<file path="src/rtl/uart_tx_fifo.sv">
// rtl/uart_tx_fifo.sv - UART transmitter with baud-rate enable and transmit FIFO
module uart_tx_fifo #(
    parameter int CLK_HZ     = 12000000,
    parameter int BAUD       = 9600,
    parameter int DATA_BITS  = 8,
    parameter int PARITY     = 0,
    parameter int STOP_BITS  = 1,
    parameter int FIFO_DEPTH = 4
) (
    input  logic                          hw_clk,
    input  logic                          rst,
    input  logic [DATA_BITS-1:0]          tx_data,
    input  logic                          tx_valid,
    output logic                          tx_ready,
    output logic                          tx,
    output logic                          busy,
    output logic [$clog2(FIFO_DEPTH):0]   fifo_count
);
    localparam int DIV = (CLK_HZ + BAUD / 2) / BAUD;
    localparam int CW  = $clog2(DIV);
    localparam int BW  = $clog2(DATA_BITS);
    localparam int AW  = $clog2(FIFO_DEPTH);
    localparam logic [CW-1:0] DIV_M1   = CW'(DIV - 1);
    localparam logic [BW-1:0] LAST_BIT = BW'(DATA_BITS - 1);
    localparam logic          LAST_STP = 1'(STOP_BITS - 1);

    if (DIV < 2) begin : g_bad_div
        $error("uart_tx_fifo: DIV must be at least 2");
    end

    typedef enum logic [2:0] {IDLE, START, DATA, PAR, STOP} state_t;

    state_t                  state_q, state_d;
    logic [DATA_BITS-1:0]    mem [FIFO_DEPTH];
    logic [AW-1:0]           wr_ptr_q, rd_ptr_q;
    logic [AW:0]             count_q;
    logic [DATA_BITS-1:0]    shift_q;
    logic [CW-1:0]           baud_q;
    logic [BW-1:0]           bit_q;
    logic                    stop_q;
    logic                    par_q;
    logic                    tx_q;
    logic                    push, pop, tick, last_bit, last_stop;

    assign tx_ready   = (count_q != (AW+1)'(FIFO_DEPTH));
    assign push       = tx_valid && tx_ready;
    assign tick       = (baud_q == DIV_M1);
    assign last_bit   = (bit_q == LAST_BIT);
    assign last_stop  = (stop_q == LAST_STP);
    assign tx         = tx_q;
    assign fifo_count = count_q;
    assign busy       = (state_q != IDLE) || (count_q != '0);

    always_ff @(posedge hw_clk or posedge rst) begin
        if (rst) state_q <= IDLE;
        else     state_q <= state_d;
    end

    always_comb begin
        state_d = state_q;
        pop     = 1'b0;
        case (state_q)
            IDLE:  if (count_q != '0) begin
                       pop     = 1'b1;
                       state_d = START;
                   end
            START: if (tick) state_d = DATA;
            DATA:  if (tick && last_bit) state_d = (PARITY != 0) ? PAR : STOP;
            PAR:   if (tick) state_d = STOP;
            STOP:  if (tick && last_stop) begin
                       // Chain straight into the next start bit when data is waiting
                       if (count_q != '0) begin
                           pop     = 1'b1;
                           state_d = START;
                       end else begin
                           state_d = IDLE;
                       end
                   end
            default: state_d = IDLE;
        endcase
    end

    always_ff @(posedge hw_clk) begin
        if (push) mem[wr_ptr_q] <= tx_data;
    end

    always_ff @(posedge hw_clk or posedge rst) begin
        if (rst) begin
            wr_ptr_q <= '0;
            rd_ptr_q <= '0;
            count_q  <= '0;
        end else begin
            if (push) wr_ptr_q <= wr_ptr_q + 1'b1;
            if (pop)  rd_ptr_q <= rd_ptr_q + 1'b1;
            case ({push, pop})
                2'b10:   count_q <= count_q + 1'b1;
                2'b01:   count_q <= count_q - 1'b1;
                default: count_q <= count_q;
            endcase
        end
    end

    always_ff @(posedge hw_clk or posedge rst) begin
        if (rst) begin
            shift_q <= '0;
            baud_q  <= '0;
            bit_q   <= '0;
            stop_q  <= 1'b0;
            par_q   <= 1'b0;
            tx_q    <= 1'b1;
        end else if (pop) begin
            shift_q <= mem[rd_ptr_q];
            par_q   <= (PARITY == 1) ? ~^mem[rd_ptr_q] : ^mem[rd_ptr_q];
            baud_q  <= '0;
            bit_q   <= '0;
            stop_q  <= 1'b0;
            tx_q    <= 1'b0;
        end else if (state_q != IDLE) begin
            baud_q <= tick ? '0 : baud_q + 1'b1;
            if (tick) begin
                case (state_q)
                    START: tx_q <= shift_q[0];
                    DATA:  if (last_bit) begin
                               tx_q <= (PARITY != 0) ? par_q : 1'b1;
                           end else begin
                               shift_q <= {1'b0, shift_q[DATA_BITS-1:1]};
                               tx_q    <= shift_q[1];
                               bit_q   <= bit_q + 1'b1;
                           end
                    PAR:   tx_q   <= 1'b1;
                    STOP:  stop_q <= stop_q + 1'b1;
                    default: tx_q <= 1'b1;
                endcase
            end
        end
    end
endmodule

</file>
<file path="config.mk">
export PLATFORM = sky130hd
export DESIGN_NAME = uart_tx_fifo
export DESIGN_NICKNAME = d
export VERILOG_FILES = /design/src/rtl/uart_tx_fifo.sv
export SDC_FILE = /design/constraint.sdc
export NUM_CORES = 1
export LEC_CHECK = 0
export BUFFER_PORTS_ARGS = -buffer_cell sky130_fd_sc_hd__buf_2
export CAP_MARGIN = 5
export CORE_ASPECT_RATIO = 0.9
export CORE_UTILIZATION = 63
export CTS_BUF_LIST = sky130_fd_sc_hd__clkbuf_2
export DETAILED_ROUTE_END_ITERATION = 8
export PLACE_DENSITY = 0.94
export SETUP_SLACK_MARGIN = 0.1
export SLEW_MARGIN = 20
export SYNTH_ARGS = -nofsm -noshare
export SYNTH_HDL_FRONTEND = slang
export SYNTH_SLANG_ARGS = --single-unit
</file>
<file path="constraint.sdc">
create_clock -name hw_clk -period 3.5 [get_ports hw_clk]
set_input_delay 0 -clock hw_clk [delete_from_list [all_inputs] [get_ports hw_clk]]
set_output_delay 0 -clock hw_clk [all_outputs]
set_load 0.05 [all_outputs]
</file>
==> results of run 1 <==
[cell usage after synthesis, types with 3 or more instances]
library cell	n	area [um2]
o21ai_0	12	60.1
dfrtp_1	33	826
mux4_2	8	180
ha_1	9	113
nor3_1	3	15.0
edfxtp_1	32	961
and2_1	4	25.0
and3_1	5	31.3
a21oi_1	6	30.0
inv_1	11	41.3
xnor2_1	3	26.3
xor2_1	9	78.8
o221a_2	6	67.6
or3_1	10	62.6
o211ai_1	4	30.0
clkbuf_1	5	18.8
nor2_1	12	45.0
nand2_1	5	18.8
[cell type report]
class / count / area (um2)
Clock buffer: 10 / 50.0
Clock inverter: 6 / 106
Fill cell: 285 / 1140
Inverter: 11 / 41.3
Multi-Input combinational cell: 131 / 1120
Sequential cell: 66 / 1810
Tap cell: 62 / 77.6
Timing Repair Buffer: 28 / 198
[worst reg2reg max path: cells and delay by family, from the launching register on]
| family | cells | cell delay, ns |
|---|---|---|
| AOI/OAI and AO/OA | 1 | 0.52 |
| xor gates and xnor gates | 2 | 0.35 |
| adders and majority gates | 2 | 0.59 |
| buffers and inverters | 2 | 0.22 |
| DFF | 1 | 0.46 |
| and+or+nand+nor | 3 | 1.07 |
[stage by stage]
step | util, % | power (uW) | std cells
after floorplan | - | 1230 | 218
after global placement | 69.0 | 1310 | 287
after detailed placement | 69.0 | 1330 | 287
after CTS | 74.8 | 1920 | 314
after global routing | 74.9 | 1990 | 314
final | 74.9 | 1930 | 314
[kinds of logic after synthesis]
| kind of cell | after synthesis | synth area share (%) |
|---|---|---|
| fa+ha+maj | 10 | 4.38 |
| mux | 13 | 7.81 |
| simple gates | 54 | 10.7 |
| xor+xnor | 12 | 3.47 |
| compound gates | 42 | 10.6 |
| buf+inv | 21 | 3.26 |
| flops | 66 | 59.9 |
[path summary, 6_finish.rpt]
kind,startpoint,end,slack (ns)
max,baud_q[3],fifo_count[2],0.23
min in group asynchronous,rst,wr_ptr_q[1],0.49
min reg2reg,bit_q[0],bit_q[0],0.50
max in group asynchronous,rst,tx,2.38
min,tx_data[4],mem[3][4],0.25
max reg2reg,baud_q[3],fifo_count[2],0.23
[state kept, by name, summed over array words and instances (netlist names)]
name and flops:
tx 1, mem 32, wr_ptr_q 2, stop_q 1, state_q 3, shift_q 8
rd_ptr_q 2, baud_q 11, bit_q 3, fifo_count 3
[per-layer routing]
metal / global-route usage (%) / wire length (um) / up-vias
met5: 0 / 0 / -
met4: 11.1 / 63 / 0
met2: 40.9 / 2980 / 78
li1: - / - / 889
met1: 37.4 / 2550 / 953
met3: 5.67 / 404 / 6
[power groups by stage]
| stage | combinational [uW] | clock (uW) | sequential, uW |
|---|---|---|---|
| 2_1_floorplan | 190 | 0 | 1040 |
| 3_3_place_gp | 318 | 0 | 987 |
| 3_5_place_dp | 335 | 0 | 993 |
| 4_1_cts | 359 | 579 | 980 |
| 5_1_grt | 384 | 614 | 996 |
| 6_report | 362 | 578 | 986 |
[repair_timing]
item / in CTS / in global routing
hold buffers: 11 / 0
endpoints found under the setup margin: 0 / 1
setup buffers: 0 / 0
endpoints found under the hold margin: 67 / 0
resized for setup: 0 / 1
==> run_results.csv, run 1 <==
group,metric,value,unit
run_status,status,"complete, no violations",
clock_tree,cts_buffers,9,
worst_hold_path,min_path_type,"in -> reg",
pwr,p_leak,0.00137,uW
clock_tree,worstSkewPairLatency,0.49,ns
timing,slew_headroom,58.7,%
clock_tree,cts_sinks,66,
floorplanning,die_height,67.8,um
drt,vias_per_cell,6.13,
worst_setup_path,path_cells,"or4b_4, o41a_2, or2_0, inv_1, ha_1, inv_1, fa_1, xor2_1, nor2_1, xor2_1",
pwr,pwr-share-seq,51.2,%
worst_setup_path,path_delay_family,"simple AND/OR/NAND/NOR gates",
yosys,synth_cells,218,
pwr,switching_power,575,uW
global_routing,grt_pass1_wl,9.21,mm
pwr,p_per_area,566,mW/mm2
job,max-cap-violations,0,
worst_setup_path,r2r_cells,10,
placement,portBuffers,16,
drt,wl,6.00,mm
drt,drtIter0Drc,216,
worst_setup_path,start_kind,"flip-flop",
layout,syn2layout_area_growth,12.4,%
yosys,avgSynthCellArea,13.9,um2
pwr,p_clk_share,30.0,%
global_routing,grt_antenna_before_repair,0,
floorplanning,rows,23,
floorplanning,die_w,75.1,um
placement,place.gp.congestion,0.794,
layout,final_area,0.00340,mm2
pwr,swShare,29.9,%
yosys,async_reset_ff_share,51.5,%
worst_setup_path,arrival,3.68,ns
worst_setup_path,cp-end-kind,"flip-flop",
timing,whs,0.246,ns
yosys,syn-num-nets,239,
layout,fin_nets,268,
worst_setup_path,crit_required,3.90,ns
timing,slew_violations,0,
placement,dp_slack,0.416,ns
drt,ant_nets,0,
yosys,yosysWarnings,0,
yosys,synth_edf_count,32,
floorplanning,die_area,0.00509,mm2
clock_tree,clk_path_buf_depth,2,
layout,final_common_cell,"dfrtp_1",
timing,worstMarginPinSlew,0.614,ns
worst_setup_path,critical_path_class,"reg -> reg",
layout,drive_gt1_share,23.4,%
clock_tree,root_buffer,"clkbuf_2",
drt,firstDrtPassIters,4,
yosys,yosys_register_bits,66,
floorplanning,coreArea,0.00455,mm2
yosys,synth.cell_area,0.00303,mm2
worst_hold_path,min_path_cells,2,
clock_tree,path_clk_slew,0.21,ns
clock_tree,h-tree-depth,3,
pwr,pwr-share-comb,18.8,%
timing,finalCritPeriodShare,93.5,%
placement,place_area,0.00314,mm2
timing,fin_crit,3.27,ns
layout,layout_common_cells,"dfrtp_1, edfxtp_1, buf_2",
yosys,yosysUniqueCellTypes,50,
timing,setup-tns-final,0,ns
drt,drc,0,
worst_setup_path,cp_max_fo,12,
pwr,peakVddDrop,0.000562,V
timing,fmax,305,MHz
worst_setup_path,critical-path-max-stage-delay,0.56,ns
pwr,intPower,1350,uW
worst_setup_path,cp.depth,10,
timing,finalSetupViolCount,0,
drt,via_count,1926,
global_routing,grt.total_usage,26.7,%
timing,hold_viol,0,
placement,hpwl,3.61,mm
timing,clock_skew,0.0345,ns
yosys,synth_ff_type,"dfrtp_1",
global_routing,grt-ovfl-total,0,
global_routing,grt_max_degree,34,
yosys,ys_seq_area_share,59.9,%
worst_setup_path,cp_num_buf_inv,2,
drt,wl_per_cell,19.1,um
timing,setup_ws,0.227,ns
timing,rsz0062_at_grt,"false",
worst_setup_path,slowest_stage,"or4b_4",
floorplanning,start_util,66.6,%
floorplanning,io_pins,17,
clock_tree,cts_tree,"done",
layout,insertedDiodeCount,0,
global_routing,first_global_vias,1864,
No activity file was read; power rests on OpenSTA's default activity.
==> run 2: changes to the inputs <==
==> constraint.sdc (replaced) <==
create_clock -name hw_clk -period 3.11 [get_ports hw_clk]
set_input_delay 0 -clock hw_clk [delete_from_list [all_inputs] [get_ports hw_clk]]
set_output_delay 0 -clock hw_clk [all_outputs]
set_load 0.05 [all_outputs]
==> run_results.csv, run 2 (synthesis results as in run 1) <==
group,metric,value,unit
drt,via_count,1992,
drt,ant_nets,0,
pwr,switching_power,688,uW
layout,fillers,266,
placement,place.gp.congestion,0.797,
worst_setup_path,rrSetupSlack,0.20,ns
worst_setup_path,arrival,3.35,ns
timing,finalCritPeriodShare,93.6,%
floorplanning,io_pins,17,
worst_setup_path,rr_startpoint,"baud_q[3]",
pwr,p_clk_share,23.0,%
timing,hold_viol,0,
pwr,intPower,1290,uW
placement,hpwl,3.80,mm
drt,wl_per_cell,19.2,um
layout,insertedDiodeCount,0,
worst_hold_path,min_path_type,"in -> async",
layout,largest_reg_flops,32,
worst_setup_path,start_kind,"flip-flop",
drt,wl,6.09,mm
clock_tree,path_clk_slew,0.21,ns
global_routing,grt_antenna_before_repair,0,
pwr,swShare,34.8,%
pwr,p_per_area,588,mW/mm2
global_routing,grt_max_degree,35,
timing,fin_crit,2.91,ns
floorplanning,start_util,66.6,%
layout,final_common_cell,"dfrtp_1",
clock_tree,h-tree-depth,3,
clock_tree,root_buffer,"clkbuf_2",
floorplanning,rows,23,
timing,setup-tns-final,0,ns
drt,firstDrtPassIters,4,
global_routing,first_global_vias,1933,
global_routing,grt.total_usage,27.6,%
floorplanning,die_area,0.00509,mm2
pwr,peakVddDrop,0.000579,V
timing,rsz0062_at_grt,"true",
worst_setup_path,path_cells,"or4b_4, o41a_1, or2_1, inv_1, ha_1, inv_1, fa_1, xor2_1, nor2_1, xor2_1",
drt,vias_per_cell,6.28,
floorplanning,coreArea,0.00455,mm2
worst_setup_path,r2r_cells,10,
worst_setup_path,crit_required,3.55,ns
worst_setup_path,cp_max_fo,5,
pwr,p_leak,0.00135,uW
run_status,status,"complete, no violations",
timing,slew_violations,0,
layout,fin_util,74.0,%
layout,seq_area,0.00181,mm2
layout,drive_gt1_share,24.7,%
job,max-cap-violations,0,
worst_setup_path,critical-path-max-stage-delay,0.57,ns
worst_setup_path,critical_path_class,"reg -> reg",
clock_tree,cts_sinks,66,
drt,drtIter0Drc,180,
layout,reg.largest.list,"mem (32), baud_q (11), shift_q (8)",
clock_tree,cts_tree,"done",
timing,finalSetupViolCount,0,
worst_setup_path,slowest_stage,"or4b_4",
layout,layout_common_cells,"dfrtp_1, edfxtp_1, buf_2",
global_routing,grt_pass1_wl,9.72,mm
placement,portBuffers,16,
worst_setup_path,cp-end-kind,"flip-flop",
layout,top_register,"mem",
timing,fmax,344,MHz
clock_tree,cts_buffers,9,
worst_setup_path,reg2reg_to,"fifo_count[2]",
pwr,pwr-share-comb,20.9,%
layout,multi_input_area,0.00112,mm2
layout,fin_nets,271,
global_routing,grt-ovfl-total,0,
drt,drc,0,
clock_tree,worstSkewPairLatency,0.50,ns
floorplanning,die_w,75.1,um
floorplanning,die_height,67.8,um
pwr,pwr-share-seq,56.1,%
timing,worstMarginPinSlew,0.639,ns
clock_tree,clk_path_buf_depth,2,
layout,syn2layout_area_growth,11.1,%
timing,slew_headroom,57.0,%
timing,clock_skew,0.0178,ns
clock_tree,post-cts-setup-buffers,0,
run 2: changes by cell type in the layout (fill, tap and decap cells not counted), moves of 2 or more:
cell        before  now
inv_6            0    2
bufinv_16        3    0
buf_4            1    5
clkinvlp_4       1    3
run 2: area by class of cell:
cell class,instances,share of cell area (%)
inverter,11,1.23
timing repair buffer,31,6.47
sequential,66,53.9
tap,62,2.30
clock inverter,7,1.60
clock buffer,9,1.34
multi-input combinational,131,33.2
run 2: what timing repair did:
| item | 4_1_cts | 5_1_grt |
|---|---|---|
| gates resized for setup | 0 | 1 |
| hold buffers | 10 | 0 |
| endpoints found under the setup margin | 0 | 1 |
| hold endpoints to repair | 68 | 0 |
run 2: critical path: cells and delay by family (launching register included):
kind	cells	cell delay (ns)
buffers and inverters	2	0.15
XOR/XNOR	2	0.33
adder cells (fa/ha/maj)	2	0.55
flip-flops	1	0.47
AND/OR/NAND/NOR	3	0.98
AO/OA/AOI/OAI	1	0.37
run 2: how the worst max path moves through the flow:
| stage | startpoint | end | slack [ns] | depth (start not counted) |
|---|---|---|---|---|
| after floorplan | fifo_count[2] | fifo_count[2] | 0.35 | 9 |
| after global placement | baud_q[3] | fifo_count[2] | 0.43 | 10 |
| after detailed placement | baud_q[3] | fifo_count[2] | 0.30 | 10 |
| after CTS | baud_q[3] | fifo_count[2] | 0.26 | 10 |
| after global routing | baud_q[3] | fifo_count[2] | 0.07 | 10 |
| final | baud_q[3] | fifo_count[2] | 0.20 | 10 |
run 2: routing by layer:
metal	share of wire (%)	wire length (um)	global-route usage, %	vias up
met2	50	3070	43.5	75
li1	-	-	-	892
met1	42	2560	37.1	1011
met5	0	0	0	-
met3	5.5	333	7.61	14
met4	2.1	129	10.1	0
run 2: power groups by stage:
stage | combinational (uW) | sequential [uW] | clock, uW
4_1_cts | 407 | 1100 | 453
6_report | 413 | 1110 | 455
2_1_floorplan | 214 | 1170 | 0
3_3_place_gp | 367 | 1110 | 0
3_5_place_dp | 392 | 1120 | 0
5_1_grt | 453 | 1120 | 492
run 2: stage by stage:
stage | instances | total power (uW) | setup slack, ns | cell area [um2] | hold WS (ns)
after floorplan | 218 | 1390 | 0.346 | 3030 | 0.0989
after global placement | 291 | 1470 | 0.429 | 3170 | 0.109
after detailed placement | 291 | 1510 | 0.299 | 3170 | 0.115
after CTS | 317 | 1960 | 0.257 | 3370 | 0.0796
after global routing | 317 | 2060 | 0.0695 | 3370 | 0.141
final | 317 | 1980 | 0.200 | 3370 | 0.108
